### src/rtl/gzip_job_sequencer.sv
// Job sequencer between the register/stream front end and the Deflate core.
// Define GZIP_SEQ_TIMEOUT_EN to build the FEED/DRAIN progress watchdog.
module gzip_job_sequencer #(
  parameter int RST_CYCLES     = 4,
  parameter int WORDS_WIDTH    = 24,
  parameter int TIMEOUT_CYCLES = 1048576
) (
  input  logic                   core_clock,
  input  logic                   bus_reset,
  input  logic                   job_valid,
  output logic                   job_ready,
  input  logic [WORDS_WIDTH-1:0] job_words,
  input  logic [1:0]             job_btype,
  input  logic                   job_rev_endian,
  input  logic [31:0]            s_tdata,
  input  logic                   s_tvalid,
  output logic                   s_tready,
  output logic                   core_wr_en,
  output logic [31:0]            core_wr_data,
  input  logic                   core_full,
  output logic                   gzip_rst_n,
  output logic [1:0]             gzip_btype,
  output logic                   gzip_rev_endianness,
  input  logic                   core_done,
  input  logic                   core_btype_error,
  input  logic                   core_block_size_error,
  input  logic [31:0]            core_isize,
  input  logic [31:0]            core_crc32,
  input  logic                   out_last_seen,
  input  logic                   abort,
  output logic                   sts_valid,
  input  logic                   sts_ready,
  output logic [2:0]             sts_code,
  output logic [31:0]            sts_isize,
  output logic [31:0]            sts_crc32,
  output logic                   busy,
  output logic                   irq
);

  localparam logic [2:0] S_IDLE   = 3'd0;
  localparam logic [2:0] S_RESET  = 3'd1;
  localparam logic [2:0] S_FEED   = 3'd2;
  localparam logic [2:0] S_DRAIN  = 3'd3;
  localparam logic [2:0] S_REPORT = 3'd4;

  localparam logic [7:0]             RST_LAST  = 8'(RST_CYCLES - 1);
  localparam logic [WORDS_WIDTH-1:0] WORDS_ONE = WORDS_WIDTH'(1);

  logic [2:0]             r_state;
  logic                   r_gzipRstN;
  logic [1:0]             r_btype;
  logic                   r_revEndian;
  logic [WORDS_WIDTH-1:0] r_wordsLeft;
  logic [7:0]             r_rstCnt;
  logic                   r_doneFlag;
  logic                   r_lastFlag;
  logic [2:0]             r_stsCode;
  logic [31:0]            r_stsIsize;
  logic [31:0]            r_stsCrc;
  logic                   r_irq;

  logic w_xfer;
  logic w_doneSeen;
  logic w_lastSeen;
  logic w_complete;
  logic w_active;
  logic w_timeout;
  logic w_kill;

  assign w_xfer     = (r_state == S_FEED) & s_tvalid & ~core_full;
  assign w_doneSeen = r_doneFlag | ((r_state == S_DRAIN) & core_done);
  assign w_lastSeen = r_lastFlag | (((r_state == S_FEED) | (r_state == S_DRAIN)) & out_last_seen);
  assign w_complete = (r_state == S_DRAIN) & w_doneSeen & w_lastSeen;
  assign w_active   = (r_state == S_RESET) | (r_state == S_FEED) | (r_state == S_DRAIN);
  assign w_kill     = w_active & (abort | w_timeout);

`ifdef GZIP_SEQ_TIMEOUT_EN
  localparam int              WD_W    = $clog2(TIMEOUT_CYCLES + 1);
  localparam logic [WD_W-1:0] WD_LAST = WD_W'(TIMEOUT_CYCLES - 1);

  logic [WD_W-1:0] r_wdog;
  logic            w_wdogRun;
  logic            w_progress;

  // Held at zero outside FEED/DRAIN, so every entry into those states starts fresh.
  assign w_wdogRun  = (r_state == S_FEED) | (r_state == S_DRAIN);
  assign w_progress = w_xfer | (w_doneSeen & ~r_doneFlag) | (w_lastSeen & ~r_lastFlag);
  assign w_timeout  = w_wdogRun & (r_wdog == WD_LAST);

  always_ff @(posedge core_clock) begin
    if (bus_reset || !w_wdogRun || w_progress) begin
      r_wdog <= '0;
    end else begin
      r_wdog <= r_wdog + 1'b1;
    end
  end
`else
  logic w_unused_timeout;
  assign w_unused_timeout = |TIMEOUT_CYCLES;
  assign w_timeout        = 1'b0;
`endif

  // Abort and watchdog override any per-state progress, including a same-cycle completion.
  always_ff @(posedge core_clock) begin
    if (bus_reset) begin
      r_state     <= S_IDLE;
      r_gzipRstN  <= 1'b0;
      r_btype     <= 2'b00;
      r_revEndian <= 1'b0;
      r_wordsLeft <= '0;
      r_rstCnt    <= '0;
      r_doneFlag  <= 1'b0;
      r_lastFlag  <= 1'b0;
      r_stsCode   <= 3'b000;
      r_stsIsize  <= '0;
      r_stsCrc    <= '0;
      r_irq       <= 1'b0;
    end else begin
      r_irq <= 1'b0;
      if (w_kill) begin
        r_state    <= S_REPORT;
        r_gzipRstN <= 1'b0;
        r_stsCode  <= 3'b100;
        r_stsIsize <= '0;
        r_stsCrc   <= '0;
        r_irq      <= 1'b1;
      end else begin
        case (r_state)
          S_IDLE: begin
            if (job_valid) begin
              if (job_words == '0) begin
                r_state    <= S_REPORT;
                r_stsCode  <= 3'b100;
                r_stsIsize <= '0;
                r_stsCrc   <= '0;
                r_irq      <= 1'b1;
              end else begin
                r_state     <= S_RESET;
                r_gzipRstN  <= 1'b0;
                r_btype     <= job_btype;
                r_revEndian <= job_rev_endian;
                r_wordsLeft <= job_words;
                r_rstCnt    <= '0;
                r_doneFlag  <= 1'b0;
                r_lastFlag  <= 1'b0;
              end
            end
          end
          S_RESET: begin
            if (r_rstCnt == RST_LAST) begin
              r_state    <= S_FEED;
              r_gzipRstN <= 1'b1;
            end else begin
              r_rstCnt <= r_rstCnt + 8'd1;
            end
          end
          S_FEED: begin
            r_lastFlag <= w_lastSeen;
            if (w_xfer) begin
              r_wordsLeft <= r_wordsLeft - WORDS_ONE;
              if (r_wordsLeft == WORDS_ONE) begin
                r_state <= S_DRAIN;
              end
            end
          end
          S_DRAIN: begin
            r_doneFlag <= w_doneSeen;
            r_lastFlag <= w_lastSeen;
            if (w_complete) begin
              r_state    <= S_REPORT;
              r_stsCode  <= {1'b0, core_btype_error, core_block_size_error};
              r_stsIsize <= core_isize;
              r_stsCrc   <= core_crc32;
              r_irq      <= 1'b1;
            end
          end
          S_REPORT: begin
            if (sts_ready) begin
              r_state <= S_IDLE;
            end
          end
          default: r_state <= S_IDLE;
        endcase
      end
    end
  end

  assign job_ready           = (r_state == S_IDLE);
  assign busy                = (r_state != S_IDLE);
  assign s_tready            = w_xfer;
  assign core_wr_en          = w_xfer;
  assign core_wr_data        = s_tdata;
  assign gzip_rst_n          = r_gzipRstN;
  assign gzip_btype          = r_btype;
  assign gzip_rev_endianness = r_revEndian;
  assign sts_valid           = (r_state == S_REPORT);
  assign sts_code            = r_stsCode;
  assign sts_isize           = r_stsIsize;
  assign sts_crc32           = r_stsCrc;
  assign irq                 = r_irq;

endmodule

### config.mk
export PLATFORM = sky130hd
export DESIGN_NAME = gzip_job_sequencer
export DESIGN_NICKNAME = d
export VERILOG_FILES = /design/src/rtl/gzip_job_sequencer.sv
export SDC_FILE = /design/constraint.sdc
export NUM_CORES = 1
export LEC_CHECK = 0
export CORE_ASPECT_RATIO = 1.2
export CORE_MARGIN = 2
export CORE_UTILIZATION = 45
export CTS_CLUSTER_DIAMETER = 60
export DETAILED_ROUTE_END_ITERATION = 7
export PLACE_DENSITY = 0.84
export SLEW_MARGIN = 20
export SYNTH_ARGS = -nofsm -noshare
export SYNTH_HDL_FRONTEND = slang
export SYNTH_SLANG_ARGS = --single-unit
### constraint.sdc
create_clock -name core_clock -period 3.3 [get_ports core_clock]
set_input_delay 0.33 -clock core_clock [delete_from_list [all_inputs] [get_ports core_clock]]
set_output_delay 0.33 -clock core_clock [all_outputs]
set_load 0.05 [all_outputs]
# Word level (Yosys, flattened, before mapping)
# Index checks and enable logic that the tools add are counted.
[totals] reg_bits=109 latchBits=0 ramBits=0 mem_bits_ro=0 inputBits=134 out_inout_bits=109 elab_cells=112 n_memories=0
[op_classes] add_sub_neg=2 mul=0 n_div=0 order_cmp=0 eq_ne=22 n_shift=0 muxes=39 bitwise=15 n_reduce_logical=20
[ops] cell="32-bit two-way mux" n=4
[ops] cell="32-bit case mux with 2 select lines" n=2
[ops] cell="24-bit two-way mux" n=3
[ops] cell="24-bit case mux with 2 select lines" n=1
[ops] cell="3-bit two-way mux" n=12
[ops] cell="24-bit by 1-bit == test with 1-bit output, second input constant" n=1
[ops] cell="24-bit zero test" n=1
[ops] cell="8-bit two-way mux" n=3
[ops] cell="4-bit AND reduction" n=6
[ops] cell="24-bit by 1-bit subtractor with 24-bit output, second input constant" n=1
[ops] cell="8-bit case mux with 2 select lines" n=1
[ops] cell="3-bit case mux with 5 select lines" n=1
[ops] cell="6-bit AND reduction" n=2
[ops] cell="2-bit != test, second input constant" n=5
[ops] cell="5-bit AND reduction" n=2
[ops] cell="3-bit by 2-bit != test with 1-bit output, second input constant" n=3
[ops] cell="8-bit by 1-bit adder with 8-bit output, second input constant" n=1
[ops] cell="8-bit by 2-bit == test with 1-bit output, second input constant" n=1
[ops] cell="2-bit by 1-bit != test with 1-bit output, second input constant" n=4
[ops] cell="1-bit case mux with 2 select lines" n=4
[ops] cell="2-bit nonzero test" n=4
[ops] cell="1-bit bitwise AND" n=7
[ops] cell="1-bit two-way mux" n=7
[ops] cell="3-bit by 2-bit == test with 1-bit output, second input constant" n=2
[ops] cell="10 further kinds" n=20

# Depth between registers and ports, before layout
# Gate-level depths: netlist (run 1).
[logic_depth] ltp_word=8 ltp_mapped=8 ltp_nobuf=7

# Worst setup path before layout (run 1)
# No wires, ideal clock.
[synth_path] path_kind="register -> output" start="register r_state[2]" end="output port s_tready" t_arrival_ns=2.363 required_time_ns=2.970 path_slack_ns=0.607 path_stages_with_launch=7 path_buffers=4 path_cell_list="dfxtp_1 clkbuf_1 or3b_2 clkbuf_1 clkbuf_1 nor2_1 buf_4"
[synth_between] elab_chain_cells=3
[synth_rtl] item="from (decl)" line="49" source="logic [2:0] r_state;"
[synth_rtl] item="from (signal assigned)" line="106" source="r_state <= S_IDLE;"
[synth_rtl] item="from (signal assigned)" line="121" source="r_state <= S_REPORT;"
[synth_rtl] item="from (signal assigned)" line="132" source="r_state <= S_REPORT;"
[synth_rtl] item="3-bit by 2-bit == test with 1-bit output" line="70" source="assign w_xfer = (r_state == S_FEED) & s_tvalid & ~core_full;"
[synth_rtl] item="1-bit bitwise AND (2 in a row)" line="70"
[synth_rtl] item="to (decl)" line="17" source="output logic s_tready,"
# No other way between the ends.

# Worst setup path in the final report (run 1)
[layout_path] start="register r_state[1]" end="output port s_tready"
# Same word-level chain as after synthesis.

==> results.md, run 1 <==
- Lkg Pwr: 2.47 nW
- Fin Setup TNS: 0 ns
- CP Class: register to primary output
- Final slew viol count: 0
- Vias/cell: 5.84
- Routed Antenna Nets: 0
- CTS Sinks: 109
- Detailed-route via count: ~5.2k
- Cell row count: 43
- Post-Syn Area: 5220 um^2
- Crit path required time: between 2 and 3 ns
- Worst Hold Class: register to register
- DIE HEIGHT: 122 um
- Clock Latency Late Sink: 0.35 ns
- Final Hold Fails: 0
- Seq/Total Area, Yosys: 41.8%
- Rel. slew slack: 44.5%
- Yosys top cell by area: dfxtp_1
- Async SR Flop Fraction: 0%
- IO buf count: ~180
- CP max stage delay: 0.86 ns
- Synth Register Bits: 109
- Worst-Margin Slew: 0.832 ns
- Clock Power Share: about 33%
- Sw Pwr: about 1.3 mW
- Post-synth EDFFs: 0
- CTS Buf Count: 9
- Distinct cell type count after synthesis: 61
- First-pass GRT wire length: ~25000 um
- Kind of cell adding the most delay to the critical path: buffers and inverters
- Commonest cells after routing, fill and taps aside: clkdlybuf4s50_1, dfxtp_1, nor2_1
- Crit. End Element: primary output
- P&R area growth vs syn: 37.8%
- Bufs and invs on worst path: 1
- Critical Path Source Type: register
- RSZ-0062 raised after global routing: no
- Grt ovf: 0
- Crit-path cells: or3b_2, nor2_1, clkdlybuf4s50_1
- Share of power burned in registers: 39.2%
- Post-synth top area share: 41.8%
- Cell area power density: 530 nW/um^2
- Most common cell after layout, fill and taps aside: clkdlybuf4s50_1
- Fmax achieved: 0.341 GHz
- Clock Skew: 0.00460 ns
- Setup violators final: 0
- Initial antenna violation count: 0
- Fin nets: 874
- H-tree depth: 3
- Largest cells by area after synthesis: dfxtp_1, a22oi_1, nor2_1, buf_4, nand2_1
- Core box area: 11500 um^2
- Synth warn: 0
- Largest net degree at the start of global routing: slightly below 70
- Vias in the first global route: 5161
- Drt pass-1 iters: 5
- Syn Area/Cell: 8.49 um^2
- Fillers: 1001
- Count of maximum capacitance violations: 0
- Post-DP HPWL: approximately 11000 um
- Status: complete, no violations
- Hold buffer count at cts: 0
- Clock transition at path regs: roughly 0.07 ns
- Crit path max fanout: 16
- Sw Ratio: between 30 and 40%
- Min setup slack post-route: 0.370 ns
- Post-Synthesis Cells: 615
- Routability cong.: slightly below 0.9
- Part of the power in combinational logic: ~27%
- Final Critical Period: 2.93 ns
- Internal power: ~2.6 mW
- Max VDD drop: 0.290 mV
- Synth Flop Type: dfxtp_1
- DRT Wirelength: 15900 um
- CTS tree: yes
- Die Span X: 102 um
- Core Util, Final: 62.8%
- Total GRT Usage: 24.9%
- Wirelength per Cell: 17.7 um
- Final worst path period share: 88.8%
- Die Area: roughly 12000 um^2
- Max stage delay cell, worst path: clkdlybuf4s50_1
- Total Power: 3.81 mW
- Layout cell share with drive strength beyond 1: between 8 and 9%
- Starting Density: 45.6%
- Mapped Nets: 752
- Post-CTS Resized: 0
- Root Driver: clkbuf_16
- # IOs: 243
- 1st-iter DRT viols: between 200 and 300
- Drt drc: 0
- Antenna cell count: 0
- Dpl ws: slightly above 0.5 ns
- Crit path DAT: 2.60 ns
- Setup bufs post-CTS: 0
- Bufs on Longest Clock Path: 2
cells by family (layout without fill, tap and decap cells):
group                    after synthesis  count (layout)  share of synthesized area, %
buffers and inverters                 86             213                          9.66
flip-flops                           109             109                          41.8
adder cells (fa/ha/maj)                3               3                         0.719
AO/OA/AOI/OAI                        196             196                          27.6
multiplexers                           2               2                         0.384
AND/OR/NAND/NOR                      219             219                          19.8
synthesized netlist by cell type (all sizes together) (6+ instances only):
master / n
nand4: 6
nand2: 47
clkbuf: 30
nor4: 14
nand3: 14
buf: 46
a21oi: 40
o21ai: 30
a31oi: 7
a22oi: 67
nor3: 10
a211oi: 6
nor2: 93
nand2b: 6
dfxtp: 109
inv: 8
registers in the layout (all words and copies together) (netlist names), 2 cells and up:
| name | flops |
|---|---|
| r_state | 3 |
| sts_crc32 | 32 |
| r_rstCnt | 8 |
| r_wordsLeft | 24 |
| sts_code | 3 |
| gzip_btype | 2 |
| sts_isize | 32 |
worst min-delay path, delay by kind of cell, from the launching register on:
| kind | cells | cell delay (ns) |
|---|---|---|
| AOI/OAI and AO/OA | 1 | 0.05 |
| DFF | 1 | 0.31 |
| and+or+nand+nor | 1 | 0.05 |
area by class of cell:
cell class | count | area (um^2) | share of cell area [%]
clock buffer | 10 | 239 | 3.32
clock inverter | 6 | 118 | 1.63
inverter | 8 | 30.0 | 0.417
multi-input combinational | 420 | 2550 | 35.5
sequential | 109 | 2180 | 30.3
tap | 157 | 196 | 2.73
timing repair buffer | 189 | 1880 | 26.1
worst paths after layout:
kind	start	end	slack [ns]	cells after the start
setup / recovery	r_state[1]	s_tready	0.37	3
hold / removal	gzip_rev_endianness	gzip_rev_endianness	0.46	2
setup reg to reg	r_state[1]	r_wordsLeft[3]	0.79	5
hold reg to reg	gzip_rev_endianness	gzip_rev_endianness	0.46	2
power by group through the flow:
stage	Sequential (mW)	Clock (mW)	Combinational, mW
2_1_floorplan	1.52	0	0.776
3_3_place_gp	1.52	0	0.999
3_5_place_dp	1.52	0	1.03
4_1_cts	1.49	1.30	1.04
5_1_grt	1.51	1.34	1.12
6_report	1.50	1.27	1.05
through the flow:
stage	hold WS (ns)	cell area, um^2	instances
global route	0.491	7200	899
global placement	0.444	6840	883
CTS	0.461	7200	899
finish	0.459	7200	899
floorplan	0.441	5220	615
detailed placement	0.451	6840	883
per-layer routing:
layer  routed length, um  vias up  track usage, %
li1                    -     2459               -
met1                5980     2470            28.7
met2                7810      289            42.7
met3                1810       28            8.89
met4                 287        0            8.25
met5                   0        -               0
Power figures use the tool's default switching activity.
==> inputs of run 2 (changes only) <==
--- a/constraint.sdc
+++ b/constraint.sdc
@@ -3,2 +3,2 @@
 set_output_delay 0.33 -clock core_clock [all_outputs]
-set_load 0.05 [all_outputs]
+set_load 0.01 [all_outputs]
==> results of run 2 <==
The final DEF is identical to that of run 1. Status: complete, no violations.
Among the figures that moved: setup slack after layout 0.370 ns -> 0.637 ns; total power 3.81 mW -> 3.73 mW; worst IR drop on VDD 0.290 mV -> 0.281 mV
